[src/rtl/demux1x3_tdm.sv]
// 1:3 time-division demultiplexer: slots 0..2 of each frame (slot 0 marked by sof) are
// collected and presented together on dout0..dout2. Optional err_cnt port under DEMUX_ERR_CNT_EN.
module demux1x3_tdm #(
  parameter int WIDTH = 8
) (
  input  logic             clk,
  input  logic             rst_n,
  input  logic [WIDTH-1:0] din,
  input  logic             din_vld,
  input  logic             sof,
  output logic [WIDTH-1:0] dout0,
  output logic [WIDTH-1:0] dout1,
  output logic [WIDTH-1:0] dout2,
  output logic             frame_vld,
  output logic [1:0]       sel,
  output logic             sync_err
`ifdef DEMUX_ERR_CNT_EN
  ,
  output logic [7:0]       err_cnt
`endif
);

  localparam logic [1:0] HUNT = 2'd0;
  localparam logic [1:0] EXP1 = 2'd1;
  localparam logic [1:0] EXP2 = 2'd2;
  localparam logic [1:0] EXP0 = 2'd3;

  logic [1:0]       state;
  logic [WIDTH-1:0] shadow0;
  logic [WIDTH-1:0] shadow1;
  logic             err_event;

  // Framing violation: sof inside a frame, or a non-sof slot where slot 0 was due.
  always_comb begin
    err_event = 1'b0;
    if (din_vld) begin
      unique case (state)
        EXP1, EXP2: err_event = sof;
        EXP0:       err_event = ~sof;
        default:    err_event = 1'b0;
      endcase
    end
  end

  always_comb begin
    sel = 2'd0;
    unique case (state)
      EXP1:    sel = 2'd1;
      EXP2:    sel = 2'd2;
      default: sel = 2'd0;
    endcase
  end

  always_ff @(posedge clk or negedge rst_n) begin
    if (!rst_n) begin
      state     <= HUNT;
      shadow0   <= '0;
      shadow1   <= '0;
      dout0     <= '0;
      dout1     <= '0;
      dout2     <= '0;
      frame_vld <= 1'b0;
      sync_err  <= 1'b0;
    end else begin
      frame_vld <= 1'b0;
      sync_err  <= err_event;
      if (din_vld) begin
        unique case (state)
          HUNT: begin
            if (sof) begin
              shadow0 <= din;
              state   <= EXP1;
            end
          end
          EXP1: begin
            if (sof) begin
              shadow0 <= din;
            end else begin
              shadow1 <= din;
              state   <= EXP2;
            end
          end
          EXP2: begin
            if (sof) begin
              shadow0 <= din;
              state   <= EXP1;
            end else begin
              dout0     <= shadow0;
              dout1     <= shadow1;
              dout2     <= din;
              frame_vld <= 1'b1;
              state     <= EXP0;
            end
          end
          EXP0: begin
            if (sof) begin
              shadow0 <= din;
              state   <= EXP1;
            end else begin
              state <= HUNT;
            end
          end
          default: state <= HUNT;
        endcase
      end
    end
  end

`ifdef DEMUX_ERR_CNT_EN
  always_ff @(posedge clk or negedge rst_n) begin
    if (!rst_n) begin
      err_cnt <= '0;
    end else if (err_event && (err_cnt != 8'hFF)) begin
      err_cnt <= err_cnt + 8'd1;
    end
  end
`endif

endmodule

[config.mk]
export PLATFORM = sky130hd
export DESIGN_NAME = demux1x3_tdm
export DESIGN_NICKNAME = d
export VERILOG_FILES = /design/src/rtl/demux1x3_tdm.sv
export SDC_FILE = /design/constraint.sdc
export NUM_CORES = 1
export LEC_CHECK = 0
export CORE_ASPECT_RATIO = 1.4
export CORE_UTILIZATION = 44
export CTS_CLUSTER_DIAMETER = 50
export DETAILED_ROUTE_END_ITERATION = 8
export PLACE_DENSITY_LB_ADDON = 0.05
export REMOVE_ABC_BUFFERS = 1
export SLEW_MARGIN = 20
export SYNTH_ARGS = -nofsm -noshare
export SYNTH_HDL_FRONTEND = slang
export SYNTH_SLANG_ARGS = --single-unit
[constraint.sdc]
create_clock -name clk -period 4.5 [get_ports clk]
set_clock_uncertainty 0.05 [all_clocks]
set_input_delay 0.45 -clock clk [delete_from_list [all_inputs] [get_ports clk]]
set_output_delay 0.45 -clock clk [all_outputs]
set_load 0.03 [all_outputs]
# After elaboration in Yosys (flattened, before gate mapping)
# Index checks and enable logic that the tools add are counted.
# classes
eq_ne,6
n_mux,13
bitwise_logic,1
n_reduce_logical,7
# ops
cell,n
8-bit 2-to-1 mux,2
3-bit AND reduction,3
2-bit case mux with 4 select lines,1
2-bit 2-to-1 mux,3
1-bit 2-to-1 mux,5
2-bit == test (second input constant),2
2-bit inequality test (second input constant),2
2-bit case mux with 2 select lines,1
4-bit OR reduction,1
2-bit by 1-bit == test with 1-bit output (second input constant),1
2-bit zero test,1
2-bit by 1-bit inequality test with 1-bit output (second input constant),1
1-bit case mux with 2 select lines,1
2-bit AND reduction,1
2-bit OR reduction,1
1-bit inverter,1
# totals
ff_bits,44
input_bits,12
output_inout_bits,28

# Longest topological paths before layout
# logic_depth
depth_word,4
ltp_mapped,5
depth_no_buf,5

# Worst setup path before layout
# OpenSTA, ideal clock, no wires.
# synth_path
kind,register to register
from,register state[1]
to,register state[0]
setup_ns,0.094
arrival_ns,1.396
t_required_ns,4.356
slack_ns,2.960
path_stages_with_launch,6
period_less_slack_ns,1.540
cell_sequence,dfrtp_1 > inv_1 > ha_1 > mux2i_1 > and2_1 > a211oi_1
# synth_between
elab_chain_cells,3
# synth_lines
item,line,text
from (decl),28,logic [1:0] state;
from (signal assigned),56,state <= HUNT;
from (signal assigned),72,state <= EXP1;
from (signal assigned),80,state <= EXP2;
2-bit by 1-bit == test with 1-bit output or 2-bit zero test (tied branches),68,unique case (state)
2-bit inequality test (no source line),--,
3-bit AND reduction (no source line),--,
# Several ways; a longest one is shown, not always the timed one.
# A chain may end at the register's enable or synchronous reset.

# Final worst setup path
# layout_path
from,register state[1]
to,output sel[0]
# layout_between
elab_chain_cells,2
# layout_lines
item,line,text
2-bit == test or 2-bit by 1-bit == test with 1-bit output (tied branches),47,unique case (state)
2-bit case mux with 2 select lines (*),47,
to (decl),15,"output logic [1:0] sel,"
# Mark *: on every way between the ends. The rest lies on a longest branch, timed or not.

==> reports/qor.txt <==
Clock Latency Late Sink: 0.29 ns
static leakage: 1.11 nW
most frequent cell after synthesis: dfrtp_1
final hold vios: 0
CP Data Required Time: 4.00 ns
Clock Path Buffers: 2
HPWL after detailed placement: 2050 um
Crit. End Element: output port
worst rel slew slack: 36.0%
postcts setup bufs: 0
grt total ovfl: 0
critical path arrival: 1.74 ns
DRC viols: 0
Post-Place Setup Slack: 2.39 ns
Initial DRC Count: 14
drt total wl: 3050 um
total track usage: 15.7%
n_diodes: 0
vias in the first global route: 1043
final cell count without fillers: 195
routed vias/inst: 5.20
crit-path max FO: 7
worst setup margin: 2.26 ns
Power Density: 759 nW/um2
die width: 56.6 um
CP startpoint kind: register
fraction of layout cells with a size suffix above 1: 32.9%
fin. max-slew vios: 0
starting density of the core: 46.4%
yosys warns: 0
post-CTS resize count: 0
die area: 4440 um2
period utilization: 49.9%
Yosys reg bits: 44
TritonCTS clock tree: built
Inst Count DP: 189
synth top area cells: dfrtp_1, mux2_4, mux2_2, ha_1, buf_6
Area Growth Syn to Fin: 27.8%
Cells after Synth: 110
top cells by count, synth: dfrtp_1, mux2_2, mux2_4
number of synthesized flops with an enable pin: 0
worst r2r path cells: 4
FP Rows: 27
end-of-flow core utilization: 59.4%
top-area cell type share of the netlist area: 60.0%
Post-CTS Hold Buffers: 0
Avg Cell Area, Syn: 16.7 um2
# port buffers: 39
post-synthesis sequential area ratio: 60.0%
H-tree lvl count: 2
initial antenna violation count: 0
Distinct cells, synth: 19
Synth Cell Area: 1840 um2
Ports: 40
Synth Flop Type: dfrtp_1
critical path start-end classification: reg2out
DIE HEIGHT: 78.4 um
Vias: 1014
RD Place Congestion: 0.707
crit path launch: state[1]$_DFFE_PN0P_
FMAX: 446 MHz
Final min period: 2.24 ns
status: complete, no violations
Routed Antenna Nets: 0
drt pass-1 iters: 2
area leader, netlist: dfrtp_1
CTS root buf: clkbuf_8
Max Cap Viol: 0
drt wl/cell: 15.6 um
total clock sinks: 44
reg2reg start: state[0]$_DFFE_PN0P_
worst slew pin tran: 0.960 ns
CTS clk-pin slew, worst paths: 0.07 ns
core area: 3950 um2
final net count: 170
ys async rst share: 100%
total CTS buffers: 5
first-pass GRT wire length: 5170 um
unrepaired setup endpoints after global routing: false
count of final setup violators: 0
Setup TNS: 0 ns
worst hold path type: in2async
maximum vdd ir drop: 0.407 mV
pin count of the biggest net entering global routing: 45
==> cells by family after synthesis <==
kind of cell               count (synthesis)  share of synthesized area (%)
and+or+nand+nor                            8                           3.20
AOI/OAI and AO/OA                          5                           1.77
muxes                                     42                           29.5
buffers and inverters                      6                           2.11
adders and majority gates                  5                           3.41
DFF                                       44                           60.0
==> final timing paths <==
kind                                              to  slack [ns]
worst max-delay path                          sel[0]        2.26
worst min-delay path            dout1[7]$_DFFE_PN0P_        0.26
worst max register to register  dout0[3]$_DFFE_PN0P_        2.75
worst min register to register  dout1[2]$_DFFE_PN0P_        0.45
max in group asynchronous       dout0[5]$_DFFE_PN0P_        3.54
min in group clk                dout1[2]$_DFFE_PN0P_        0.45
==> power breakdown <==
group          total (W)  internal [W]  switching, W
registers       0.000663      0.000564     0.0000992
clock network   0.000280      0.000159      0.000121
logic           0.000837      0.000427      0.000410
==> registers in the layout, summed over array words and instances (netlist names) <==
signal and flops:
dout0 8, dout1 8, dout2 8, frame_vld 1, shadow0 8, shadow1 8, state 2, sync_err 1
==> placed cells by master, fill, tap and decap left out, types with 2 or more instances in the layout <==
| cell | n |
|---|---|
| clkdlybuf4s50_1 | 38 |
| mux2_2 | 21 |
| mux2i_1 | 2 |
| ha_1 | 5 |
| dfrtp_1 | 44 |
| a211oi_1 | 2 |
| mux2_4 | 19 |
| clkbuf_8 | 5 |
| a31oi_1 | 2 |
| inv_1 | 3 |
==> worst max-delay path, cell delays in order (launching register included) <==
cell	delay, ns
dfrtp_1	0.45
inv_1	0.11
ha_1	0.21
clkdlybuf4s50_1	0.69
==> layer usage <==
metal  share of wire (%)  track usage [%]  vias up
met3                 5.7             6.26        5
met2                  49             25.2       26
li1                    -                -      466
met4                 1.8             6.59        0
met5                   0                0        -
met1                  44             18.5      517
==> metrics by stage <==
stage / area (um2) / hold slack (ns) / power [W]
6_report: 2350 / 0.261 / 0.00178
3_3_place_gp: 2250 / 0.432 / 0.00150
5_1_grt: 2350 / 0.336 / 0.00188
3_5_place_dp: 2250 / 0.439 / 0.00152
2_1_floorplan: 1810 / 0.104 / 0.00119
4_1_cts: 2350 / 0.288 / 0.00180
==> layout make-up <==
cell class                 count  area (um2)
fill                         329        1610
sequential                    44        1100
multi-input combinational     60         696
timing repair buffer          39         385
clock buffer                   5        68.8
tap                           43        53.8
clock inverter                 1        30.0
inverter                       3        11.3
Power figures use the tool's default switching activity.
